===== config.mk =====
export PLATFORM = sky130hd
export DESIGN_NAME = huffman_decoder_flat
export DESIGN_NICKNAME = d
export VERILOG_FILES = /design/src/rtl/huffman_decoder_if.sv /design/src/rtl/huffman_decoder.sv /design/src/flat_wrapper.sv
export SDC_FILE = /design/constraint.sdc
export NUM_CORES = 1
export LEC_CHECK = 0
export BUFFER_PORTS_ARGS = -buffer_cell sky130_fd_sc_hd__clkbuf_2
export CAP_MARGIN = 30
export CORE_MARGIN = 10
export CORE_UTILIZATION = 40
export DETAILED_ROUTE_END_ITERATION = 12
export GPL_ROUTABILITY_DRIVEN = 0
export SLEW_MARGIN = 20
export SYNTH_ARGS = -nofsm -noshare
export SYNTH_HDL_FRONTEND = slang
export SYNTH_SLANG_ARGS = --single-unit

===== constraint.sdc =====
create_clock -name clk -period 3.5 [get_ports clk]
set_input_delay 0.175 -clock clk [delete_from_list [all_inputs] [get_ports clk]]
set_output_delay 0.175 -clock clk [all_outputs]
set_load 0.01 [all_outputs]

===== src/rtl/huffman_decoder_if.sv =====
// Table-load, serial-bit and decoded-symbol signals of huffman_decoder.
// The master drives the table, bits and sym_ready. The slave is the decoder.
interface huffman_decoder_if;
  logic        code_valid;
  logic [7:0]  HC1, HC2, HC3, HC4, HC5, HC6;
  logic [7:0]  M1, M2, M3, M4, M5, M6;
  logic        bit_valid;
  logic        bit_in;
  logic        bit_ready;
  logic        sym_valid;
  logic [2:0]  sym;
  logic        sym_ready;
  logic        err;
  logic        tbl_err;
  logic [15:0] sym_cnt;

  modport master (
    output code_valid, HC1, HC2, HC3, HC4, HC5, HC6,
    output M1, M2, M3, M4, M5, M6,
    output bit_valid, bit_in, sym_ready,
    input  bit_ready, sym_valid, sym, err, tbl_err, sym_cnt
  );

  modport slave (
    input  code_valid, HC1, HC2, HC3, HC4, HC5, HC6,
    input  M1, M2, M3, M4, M5, M6,
    input  bit_valid, bit_in, sym_ready,
    output bit_ready, sym_valid, sym, err, tbl_err, sym_cnt
  );
endinterface


===== src/rtl/huffman_decoder.sv =====
// Serial MSB-first decoder for a six-entry, up-to-8-bit Huffman table. The symbol is registered in the cycle after its last bit.
// A stalled symbol (sym_valid & !sym_ready) holds bit_ready low, so the accumulator freezes and no bit is lost.
module huffman_decoder (
  input logic              clk,
  input logic              reset,
  huffman_decoder_if.slave bus
);

  typedef enum logic [1:0] {IDLE, RUN, TERR} state_t;

  state_t          state_q;
  logic [5:0][7:0] hc_q;
  logic [5:0][7:0] m_q;
  logic [7:0]      acc_q;
  logic [3:0]      len_q;
  logic            sym_valid_q;
  logic [2:0]      sym_q;
  logic            err_q;
  logic            tbl_err_q;
  logic [15:0]     sym_cnt_q;

  logic [5:0][7:0] hc_in;
  logic [5:0][7:0] m_in;
  logic [7:0]      acc_d;
  logic [3:0]      len_d;
  logic [7:0]      len_mask;
  logic            bit_ready;
  logic            bit_take;
  logic            out_take;
  logic            hit;
  logic [2:0]      hit_sym;
  logic            tbl_ok;

  assign hc_in = {bus.HC6, bus.HC5, bus.HC4, bus.HC3, bus.HC2, bus.HC1};
  assign m_in  = {bus.M6, bus.M5, bus.M4, bus.M3, bus.M2, bus.M1};

  assign bit_ready = (state_q == RUN) && (!sym_valid_q || bus.sym_ready);
  assign bit_take  = bus.bit_valid && bit_ready;
  assign out_take  = sym_valid_q && bus.sym_ready;
  assign acc_d     = {acc_q[6:0], bus.bit_in};
  assign len_d     = len_q + 4'd1;

  // Mask of the code length the accumulator would have after this bit.
  always_comb begin
    len_mask = 8'h00;
    for (int i = 0; i < 8; i++) begin
      if (i < int'(len_d)) len_mask[i] = 1'b1;
    end
  end

  // The loop runs from the top entry down so that the lowest index wins on duplicates.
  always_comb begin
    hit     = 1'b0;
    hit_sym = 3'd0;
    for (int k = 5; k >= 0; k--) begin
      if (m_q[k] != 8'h00 && m_q[k] == len_mask &&
          (acc_d & m_q[k]) == (hc_q[k] & m_q[k])) begin
        hit     = 1'b1;
        hit_sym = 3'(k + 1);
      end
    end
  end

  // A mask is a run of low ones exactly when m & (m+1) is zero. The zero mask also passes.
  always_comb begin
    tbl_ok = 1'b1;
    for (int k = 0; k < 6; k++) begin
      if ((m_in[k] & (m_in[k] + 8'd1)) != 8'h00) tbl_ok = 1'b0;
    end
  end

  always_ff @(posedge clk or negedge reset) begin
    if (!reset) begin
      state_q     <= IDLE;
      hc_q        <= '0;
      m_q         <= '0;
      acc_q       <= '0;
      len_q       <= '0;
      sym_valid_q <= 1'b0;
      sym_q       <= '0;
      err_q       <= 1'b0;
      tbl_err_q   <= 1'b0;
      sym_cnt_q   <= '0;
    end else begin
      err_q <= 1'b0;
      if (bus.code_valid) begin
        hc_q        <= hc_in;
        m_q         <= m_in;
        acc_q       <= '0;
        len_q       <= '0;
        sym_valid_q <= 1'b0;
        sym_cnt_q   <= '0;
        tbl_err_q   <= !tbl_ok;
        state_q     <= tbl_ok ? RUN : TERR;
      end else begin
        if (out_take) begin
          sym_valid_q <= 1'b0;
          sym_cnt_q   <= sym_cnt_q + 16'd1;
        end
        if (bit_take) begin
          if (hit) begin
            sym_q       <= hit_sym;
            sym_valid_q <= 1'b1;
            acc_q       <= '0;
            len_q       <= '0;
          end else if (len_d == 4'd8) begin
            err_q <= 1'b1;
            acc_q <= '0;
            len_q <= '0;
          end else begin
            acc_q <= acc_d;
            len_q <= len_d;
          end
        end
      end
    end
  end

  assign bus.bit_ready = bit_ready;
  assign bus.sym_valid = sym_valid_q;
  assign bus.sym       = sym_q;
  assign bus.err       = err_q;
  assign bus.tbl_err   = tbl_err_q;
  assign bus.sym_cnt   = sym_cnt_q;

endmodule


===== src/flat_wrapper.sv =====
// flat-port wrapper written by rule: the top's interface ports become plain ports
module huffman_decoder_flat 
  (clk, reset, bus_code_valid, bus_HC1, bus_HC2, bus_HC3, bus_HC4, bus_HC5, bus_HC6, bus_M1, bus_M2, bus_M3, bus_M4, bus_M5, bus_M6, bus_bit_valid, bus_bit_in, bus_sym_ready, bus_bit_ready, bus_sym_valid, bus_sym, bus_err, bus_tbl_err, bus_sym_cnt);
  huffman_decoder_if bus_i ();
  input logic clk;
  input logic reset;
  input wire logic [$bits(bus_i.code_valid)-1:0] bus_code_valid;
  input wire logic [$bits(bus_i.HC1)-1:0] bus_HC1;
  input wire logic [$bits(bus_i.HC2)-1:0] bus_HC2;
  input wire logic [$bits(bus_i.HC3)-1:0] bus_HC3;
  input wire logic [$bits(bus_i.HC4)-1:0] bus_HC4;
  input wire logic [$bits(bus_i.HC5)-1:0] bus_HC5;
  input wire logic [$bits(bus_i.HC6)-1:0] bus_HC6;
  input wire logic [$bits(bus_i.M1)-1:0] bus_M1;
  input wire logic [$bits(bus_i.M2)-1:0] bus_M2;
  input wire logic [$bits(bus_i.M3)-1:0] bus_M3;
  input wire logic [$bits(bus_i.M4)-1:0] bus_M4;
  input wire logic [$bits(bus_i.M5)-1:0] bus_M5;
  input wire logic [$bits(bus_i.M6)-1:0] bus_M6;
  input wire logic [$bits(bus_i.bit_valid)-1:0] bus_bit_valid;
  input wire logic [$bits(bus_i.bit_in)-1:0] bus_bit_in;
  input wire logic [$bits(bus_i.sym_ready)-1:0] bus_sym_ready;
  output wire logic [$bits(bus_i.bit_ready)-1:0] bus_bit_ready;
  output wire logic [$bits(bus_i.sym_valid)-1:0] bus_sym_valid;
  output wire logic [$bits(bus_i.sym)-1:0] bus_sym;
  output wire logic [$bits(bus_i.err)-1:0] bus_err;
  output wire logic [$bits(bus_i.tbl_err)-1:0] bus_tbl_err;
  output wire logic [$bits(bus_i.sym_cnt)-1:0] bus_sym_cnt;
  assign bus_i.code_valid = bus_code_valid;
  assign bus_i.HC1 = bus_HC1;
  assign bus_i.HC2 = bus_HC2;
  assign bus_i.HC3 = bus_HC3;
  assign bus_i.HC4 = bus_HC4;
  assign bus_i.HC5 = bus_HC5;
  assign bus_i.HC6 = bus_HC6;
  assign bus_i.M1 = bus_M1;
  assign bus_i.M2 = bus_M2;
  assign bus_i.M3 = bus_M3;
  assign bus_i.M4 = bus_M4;
  assign bus_i.M5 = bus_M5;
  assign bus_i.M6 = bus_M6;
  assign bus_i.bit_valid = bus_bit_valid;
  assign bus_i.bit_in = bus_bit_in;
  assign bus_i.sym_ready = bus_sym_ready;
  assign bus_bit_ready = bus_i.bit_ready;
  assign bus_sym_valid = bus_i.sym_valid;
  assign bus_sym = bus_i.sym;
  assign bus_err = bus_i.err;
  assign bus_tbl_err = bus_i.tbl_err;
  assign bus_sym_cnt = bus_i.sym_cnt;
  huffman_decoder u_core (.clk(clk), .reset(reset), .bus(bus_i));
endmodule

==> qor.txt, run 1 <==
CTS root buffer: clkbuf_16
IO buf count: 124
cell taking the most area after synthesis: dfrtp_1
Slew headroom: 44.83%
Async SR Flop Fraction: 100.0%
Peak VDD IR: 351.4 uV
crit path time final: 3.293 ns
Ys Warns: 0
CTS sink cnt: 130
CTS Buf Count: 17
number of synthesized flops with an enable pin: 0
CTS tree: built
layout cells sized above 1: 31.69%
worst reg2reg setup slack: 0.21 ns
DIE AREA: 0.02460 mm^2
crit path DAT: 3.65 ns
Place WS: 0.09015 ns
IO Pins: 125
Pins Over Slew Limit: 0
DR WL/cell: 20.40 um
iteration count of the initial detailed-routing pass: 6
critical path class: flop to flop
Final Cycle Share: 94.08%
clock skew: 0.009989 ns
sequential fraction of the synthesis area: 43.43%
DRT iter0 DRCs: 573
Std-Cell Rows: 49
worst-margin pin slew: 0.8245 ns
worst endpoint required time: 3.85 ns
final wirelength: 23.67 mm
pwr/cell area: 417.1 mW/mm^2
post-synth design cell area: 0.007490 mm^2
DIE HEIGHT: 156.8 um
max_cap viols: 0
final worst slack: 0.2071 ns
Die Span X: 156.8 um
status: finished, final reports clean
NumNets Final: 1023
largest cells by area after synthesis: dfrtp_1 (43%), mux2_2 (14%), xor2_1 (6.8%)
Worst Setup End Kind: flop
Startpoint Class: flop
DP HPWL: 17.43 mm
Synth Flop Type: dfrtp_1
ant diodes: 0
final core occ: 53.09%
worst-path maximum fanout: 11
Setup Viol. Count Final: 0
initial antenna violation count: 0
GRT Overall Usage: 19.31%
Syn Area/Cell: 10.29 um^2
Peak Freq: 303.7 MHz
Seq cells post-synth: 130
initial core utilization: 41.13%
clk_lat worst skew: 0.42 ns
met1 WL: 10.46 mm
Via-to-Cell Ratio: 5.596
grt ovf: 0
CTS max path bufs: 2
htree depth: 4
Lkg Pwr: 4.378 nW
top cell type's share of synthesized area: 43.43%
detailed-route DRC error count: 0
met3 routed WL: 1.640 mm
Synth cell types: 71
core area: 0.01821 mm^2
post-route antenna net violation count: 0
vias in the first global route: 6499
Top Layer Used: met4
first-pass GRT wire length: 37.20 mm
Final Hold Vio Count: 0
setup TNS: 0 ns
Met2 Wirelength: 11.19 mm
area grow syn2layout: 29.07%
Worst-path clk slew: 0.06 ns
Gate Count Post-Synth: 728
Synthesized Nets: 833
via count: 6491
RSZ-0062 raised after global routing: false
Hold WC Path Type: input pin to flop
largest net degree at the start of global routing: 84
logic make-up (layout without fill, tap and decap cells):
logic type / count (synthesis) / after routing / synth area share [%]
AND/OR/NAND/NOR: 213 / 213 / 15.32
multiplexers: 97 / 97 / 14.55
buffers and inverters: 62 / 265 / 3.558
adder cells (fa/ha/maj): 3 / 3 / 0.5012
XOR/XNOR: 72 / 72 / 8.887
flip-flops: 130 / 130 / 43.43
AO/OA/AOI/OAI: 151 / 151 / 13.75
metal layers:
layer,track usage (%),vias to the layer above
li1,-,3077
met5,0,-
met2,30.62,216
met3,5.099,20
met4,5.258,0
met1,25.43,3178
timing repair:
| item | 4_1_cts | 5_1_grt |
|---|---|---|
| hold endpoints to repair | 136 | 0 |
| resized for setup | 0 | 1 |
| hold buffers | 55 | 0 |
| setup endpoints to repair | 0 | 11 |
| buffers inserted | 0 | 0 |
power breakdown:
group | internal (mW) | total [mW] | switching [mW]
logic | 0.283 | 0.504 | 0.221
registers | 1.62 | 1.75 | 0.134
clock network | 1.08 | 1.78 | 0.704
cells in the final DEF (no fill, tap or decap), types with 11 or more instances in the layout:
master and n:
dfrtp_1 130, clkbuf_2 122, mux2_2 95, xor2_1 58, dlygate4sd3_1 55, nand2_1 47, buf_4 35, o21ai_0 33
nor2_1 33, a21oi_1 31, nand3_1 26, a22oi_1 21, nand4_1 17, clkbuf_16 17, inv_1 15, nor4_1 15
xnor2_1 11
cell type report:
type                       instances  area, um^2
clock inverter                    10       97.59
clock buffer                      22       494.2
sequential                       130        3253
multi-input combinational        536        3976
inverter                          17       63.81
tap                              229       286.5
fill                            1640        8542
timing repair buffer             216        1495
sequential cells by signal, summed over array words and instances (netlist names):
signal,count
u_core.acc_q,7
u_core.bus.err,1
u_core.bus.sym,3
u_core.bus.sym_cnt,16
u_core.bus.sym_valid,1
u_core.bus.tbl_err,1
u_core.hc_q,48
u_core.len_q,4
u_core.m_q,48
u_core.state_q,1
path summary, 6_finish.rpt:
check / startpoint / endpoint / cells after the start
worst min register to register: u_core.bus.sym[1] / u_core.bus.sym[1] / 1
max in group asynchronous: reset / u_core.hc_q[15] / 3
worst max register to register: u_core.len_q[0] / u_core.acc_q[5] / 9
min in group asynchronous: reset / u_core.m_q[40] / 2
worst max-delay path: u_core.len_q[0] / u_core.acc_q[5] / 9
worst min-delay path: bus_M6[7] / u_core.m_q[47] / 2
critical path: stages (launching register included):
cell and delay (ns):
dfrtp_1 0.44, ha_1 0.39, nand2_1 0.14, o31ai_2 0.52, mux2i_1 0.24, o32ai_1 0.10, and4_1 0.22, or3b_1 0.42
nor3_4 0.50, a32o_1 0.25
through the flow:
stage / power [mW] / instances / instance area [um^2] / hold slack, ns
final: 4.032 / 1160 / 9667 / 0.01113
after global routing: 4.190 / 1160 / 9667 / 0.002389
after CTS: 4.062 / 1160 / 9661 / 0.0002843
after detailed placement: 2.228 / 1073 / 8518 / 0.3073
after global placement: 2.220 / 1073 / 8518 / 0.3002
after floorplan: 2.016 / 728 / 7490 / -0.1206
cells in the mapped netlist, types with 5 or more instances:
cell type  instances
nor3_1             9
inv_1             15
a2111oi_0          5
nor2b_1            7
dfrtp_1          130
nand2_1           47
a32o_1            10
xnor2_1           11
nor2_1            33
clkbuf_1          36
nand3_1           26
mux2_2            95
a22oi_1           21
o31ai_1            5
and4_1             5
or3_1              9
nand4_1           17
and3_1            10
a21oi_1           31
o21ai_1            5
nor4_1            15
xor2_1            58
o21ai_0           33
or4_1              7
(Power assumes the default switching activity.)
==> inputs of run 2 (changes only) <==
- PLACE_DENSITY: default -> 0.72
==> run 2 against run 1 <==
Effect of this change:
- the flow now finishes with violations (negative hold slack)
- sequential share of layout area increased by 0.67 points
- highest routed layer unchanged
- via count increased by 2.5%
- first-iteration DRC count increased by 6.3%
- largest cell class unchanged
- die area unchanged
- non-clock buffer count decreased by 15
==> qor.txt, run 2 (synthesized netlist as in run 1, its figures left out) <==
htree depth: 4
crit path time final: 3.313 ns
clock skew: 0.007493 ns
Worst-path clk slew: 0.05 ns
post-CTS setup buffer count: 0
grt ovf: 0
Setup Viol. Count Final: 0
most common cell after layout, fill and taps aside: dfrtp_1
initial core utilization: 41.13%
Filler Cells Inserted: 1594
CTS Buf Count: 17
setup TNS: 0 ns
Slew headroom: 41.61%
Hold WC Path Type: input pin to flop
most frequent cells in the layout: dfrtp_1 (130), clkbuf_2 (122), mux2_2 (95)
worst-path maximum fanout: 10
status: finished, violations left
Std-Cell Rows: 49
largest net degree at the start of global routing: 67
worst-margin pin slew: 0.8759 ns
cells along the critical path: inv_1 -> ha_1 -> nor2_1 -> o21a_4 -> or4_1 -> a221o_1 -> and4b_1 -> or3b_1 -> nor3_2 -> buf_4 -> a32o_1
crit-path leading delay family: simple AND/OR/NAND/NOR gates
Slowest Stage Delay on Critical Path: 0.48 ns
DR WL/cell: 20.59 um
hold_buf cts: 55
pwr/cell area: 416.6 mW/mm^2
detailed-route DRC error count: 0
Peak VDD IR: 349.9 uV
DRT iter0 DRCs: 609
first-pass GRT wire length: 37.55 mm
area grow syn2layout: 26.56%
Peak Freq: 301.8 MHz
critical path class: flop to flop
via count: 6652
CTS tree: built
iteration count of the initial detailed-routing pass: 5
clk_lat worst skew: 0.43 ns
Die Span X: 156.8 um
final wirelength: 23.60 mm
CTS root buffer: clkbuf_16
IO Pins: 125
worst endpoint required time: 3.81 ns
Final Cycle Share: 94.66%
IO buf count: 124
Lkg Pwr: 4.290 nW
Hold Worst Slack: -0.0002733 ns
CTS sink cnt: 130
DIE AREA: 0.02460 mm^2
Place WS: 0.2748 ns
failing checks: negative hold slack
post-cts resize count: 0
layout cells sized above 1: 30.13%
NumNets Final: 1008
CTS max path bufs: 2
GRT Overall Usage: 19.36%
vias in the first global route: 6842
WP buf/inv: 2
Startpoint Class: flop
post-route antenna net violation count: 0
final worst slack: 0.1870 ns
Pins Over Slew Limit: 0
Worst Setup End Kind: flop
Final Hold Vio Count: 1
Via-to-Cell Ratio: 5.805
initial antenna violation count: 0
DP HPWL: 17.23 mm
DIE HEIGHT: 156.8 um
CP max-delay cell: or4_1
core area: 0.01821 mm^2
RSZ-0062 raised after global routing: false
crit path DAT: 3.63 ns
max_cap viols: 0
-- run 2: cell count changes in the layout (fill, tap and decap cells not counted), sizes merged --
cell      before  now
buf           39   24
clkbuf       144  145
diode          0    1
inv           17   16
clkinvlp       3    0
clkinv         6    9
-- run 2: power by group --
part	switching, mW	leakage (nW)	internal (mW)
Sequential	0.143	1.59	1.62
Clock	0.671	0.275	1.01
Combinational	0.226	2.43	0.283
-- run 2: final timing paths --
check / from / to / slack (ns) / cells past startpoint
worst max-delay path: u_core.len_q[0] / u_core.acc_q[4] / 0.19 / 11
worst min-delay path: bus_HC1[6] / u_core.hc_q[6] / -0.0003 / 2
worst max register to register: u_core.len_q[0] / u_core.acc_q[4] / 0.19 / 11
worst min register to register: u_core.bus.tbl_err / u_core.bus.tbl_err / 0.52 / 1
max in group asynchronous: reset / u_core.bus.sym[2] / 2.22 / 3
min in group asynchronous: reset / u_core.hc_q[44] / 0.41 / 2
-- run 2: cell type report --
class / count / area (um^2) / share of cell area [%]
clock inverters: 9 / 81.33 / 0.8580
repair buffers: 201 / 1354 / 14.28
flip-flops and latches: 130 / 3253 / 34.32
clock buffers: 23 / 467.9 / 4.937
inverters: 17 / 63.81 / 0.6732
well taps: 229 / 286.5 / 3.023
diodes: 1 / 2.502 / 0.02640
multi-input cells: 536 / 3970 / 41.88
-- run 2: routing by layer --
layer | up-vias | wire, um | track usage (%)
met5 | - | 0 | 0
met2 | 321 | 11240 | 30.86
met3 | 44 | 2026 | 5.154
met4 | 0 | 825 | 9.618
met1 | 3251 | 9507 | 23.74
li1 | 3036 | - | -
-- run 2: through the flow --
stage	cell area, um^2	hold WS [ns]	total power [mW]	std cells	utilization, %
detailed placement	8377	0.3560	2.233	1058	46.00
global placement	8377	0.3514	2.224	1058	46.00
global route	9477	0.002747	4.089	1145	52.04
CTS	9477	0.001261	3.962	1145	52.04
finish	9479	-0.0002733	3.949	1146	52.06
floorplan	7490	-0.1206	2.016	728	-
-- run 2: worst reg2reg max path, delay by kind of cell, from the launching register on --
kind / cells / cell delay (ns)
flip-flops: 1 / 0.38
AO/OA/AOI/OAI: 3 / 0.81
adder cells (fa/ha/maj): 1 / 0.43
AND/OR/NAND/NOR: 5 / 1.32
buffers and inverters: 2 / 0.26
==> inputs of run 3 (changes only) <==
==> constraint.sdc (replaced) <==
create_clock -name clk -period 3.5 [get_ports clk]
set_input_delay 0.7 -clock clk [delete_from_list [all_inputs] [get_ports clk]]
set_output_delay 0.7 -clock clk [all_outputs]
set_load 0.01 [all_outputs]
==> run 3 against run 2 <==
Effect of this change:
- routed wire length down 5.3%
- via count down 3.8%
- the flow now finishes without violations
- critical path depth up 1
==> qor.txt, run 3 (synthesized netlist as in run 1, its figures left out) <==
most frequent cells in the layout: dfrtp_1 (130), clkbuf_2 (122), mux2_2 (95)
max_cap viols: 0
Place WS: 0.2088 ns
Slew headroom: 40.63%
DIE HEIGHT: 156.8 um
crit path DAT: 3.67 ns
most common cell after layout, fill and taps aside: dfrtp_1
detailed-route DRC error count: 0
worst endpoint required time: 3.81 ns
Post-DP Area: 0.008374 mm^2
Worst-path clk slew: 0.06 ns
Final Hold Vio Count: 0
vias in the first global route: 6483
clk_lat worst skew: 0.43 ns
storage element area: 0.003253 mm^2
pwr/cell area: 452.6 mW/mm^2
clock skew: 0.007360 ns
initial antenna violation count: 0
GRT Overall Usage: 18.38%
iteration count of the initial detailed-routing pass: 5
worst reg-to-reg path cell count: 12
DIE AREA: 0.02460 mm^2
IO buf count: 124
DP HPWL: 16.88 mm
crit path time final: 3.360 ns
status: finished, final reports clean
hold_buf cts: 0
final std cells w/o fill: 1087
post-placement cell count: 1056
DR WL/cell: 20.55 um
final worst slack: 0.1395 ns
Setup Viol. Count Final: 0
Die Span X: 156.8 um
Filler Cells Inserted: 1633
post-CTS setup buffer count: 0
Std-Cell Rows: 49
largest net degree at the start of global routing: 77
DRT iter0 DRCs: 531
grt ovf: 0
RR Endpoint: u_core.acc_q[3]
fin area: 0.008996 mm^2
layout cells sized above 1: 32.40%
CTS sink cnt: 130
Peak Freq: 297.6 MHz
core area: 0.01821 mm^2
final wirelength: 22.34 mm
post-cts resize count: 0
worst-path maximum fanout: 13
IO Pins: 125
footprint of the multi-input gates: 0.003973 mm^2
worst reg2reg setup slack: 0.14 ns
CTS max path bufs: 2
Peak VDD IR: 339.2 uV
CTS tree: built
first-pass GRT wire length: 35.75 mm
Hold WC Path Type: input pin to async pin
worst-margin pin slew: 0.8906 ns
Worst Setup SP: u_core.len_q[0]
htree depth: 4
ant diodes: 0
Via-to-Cell Ratio: 5.889
Startpoint Class: flop
post-route antenna net violation count: 0
CTS Buf Count: 17
via count: 6401
Worst Setup End Kind: flop
R2R Path Start: u_core.len_q[0]
Final Cycle Share: 96.01%
initial core utilization: 41.13%
area grow syn2layout: 20.11%
Lkg Pwr: 4.077 nW
critical path class: flop to flop
NumNets Final: 951
Pins Over Slew Limit: 0
CTS root buffer: clkbuf_16
-- run 3: cell types whose count changed in the layout (fill, tap and decap cells not counted), sizes merged --
cell | previous run | this run
buf | 24 | 22
bufinv | 1 | 3
clkbuf | 145 | 142
clkinv | 9 | 6
clkinvlp | 0 | 3
diode | 1 | 0
dlygate4sd3 | 55 | 0
-- run 3: per-layer routing --
layer	vias up	global-route usage, %	share of wire, %
met4	0	9.483	4.1
met2	301	28.30	46
met5	-	0	0
met3	59	4.688	8.4
met1	3116	23.35	41
li1	2925	-	-
-- run 3: area by class of cell --
type	count	share of cell area [%]
Inverter	17	0.7093
Multi-Input combinational cell	536	44.16
Clock inverter	11	1.697
Sequential cell	130	36.16
Tap cell	229	3.185
Timing Repair Buffer	144	8.901
Clock buffer	20	5.188
-- run 3: how the worst max path moves through the flow --
stage	end	slack, ns
after floorplan	u_core.acc_q[0]	0.19
after global placement	u_core.acc_q[6]	0.31
after detailed placement	u_core.acc_q[3]	0.21
after CTS	u_core.acc_q[3]	0.18
after global routing	u_core.acc_q[4]	-0.0007
final	u_core.acc_q[3]	0.14
-- run 3: where the power goes --
part / switching (mW) / total (mW) / internal [mW]
Combinational: 0.209 / 0.454 / 0.245
Clock: 0.688 / 1.86 / 1.18
Sequential: 0.138 / 1.75 / 1.62
-- run 3: critical path, cell delays in order, from the launching register on --
cell	delay [ns]
dfrtp_1	0.35
buf_4	0.18
inv_1	0.10
ha_1	0.44
nor2_1	0.10
o21a_4	0.25
or4_1	0.47
a221o_1	0.32
and4b_1	0.36
or3b_1	0.18
nor3_2	0.06
buf_4	0.18
a32o_1	0.26
-- run 3: stage by stage --
step,power [mW],utilization (%),hold slack (ns),setup TNS (ns)
4_1_cts,4.098,49.39,0.4172,0
2_1_floorplan,2.016,-,0.4044,0
5_1_grt,4.236,49.41,0.4414,-0.0007430
3_3_place_gp,2.218,45.99,0.4817,0
6_report,4.072,49.41,0.3813,0
3_5_place_dp,2.227,45.99,0.4863,0
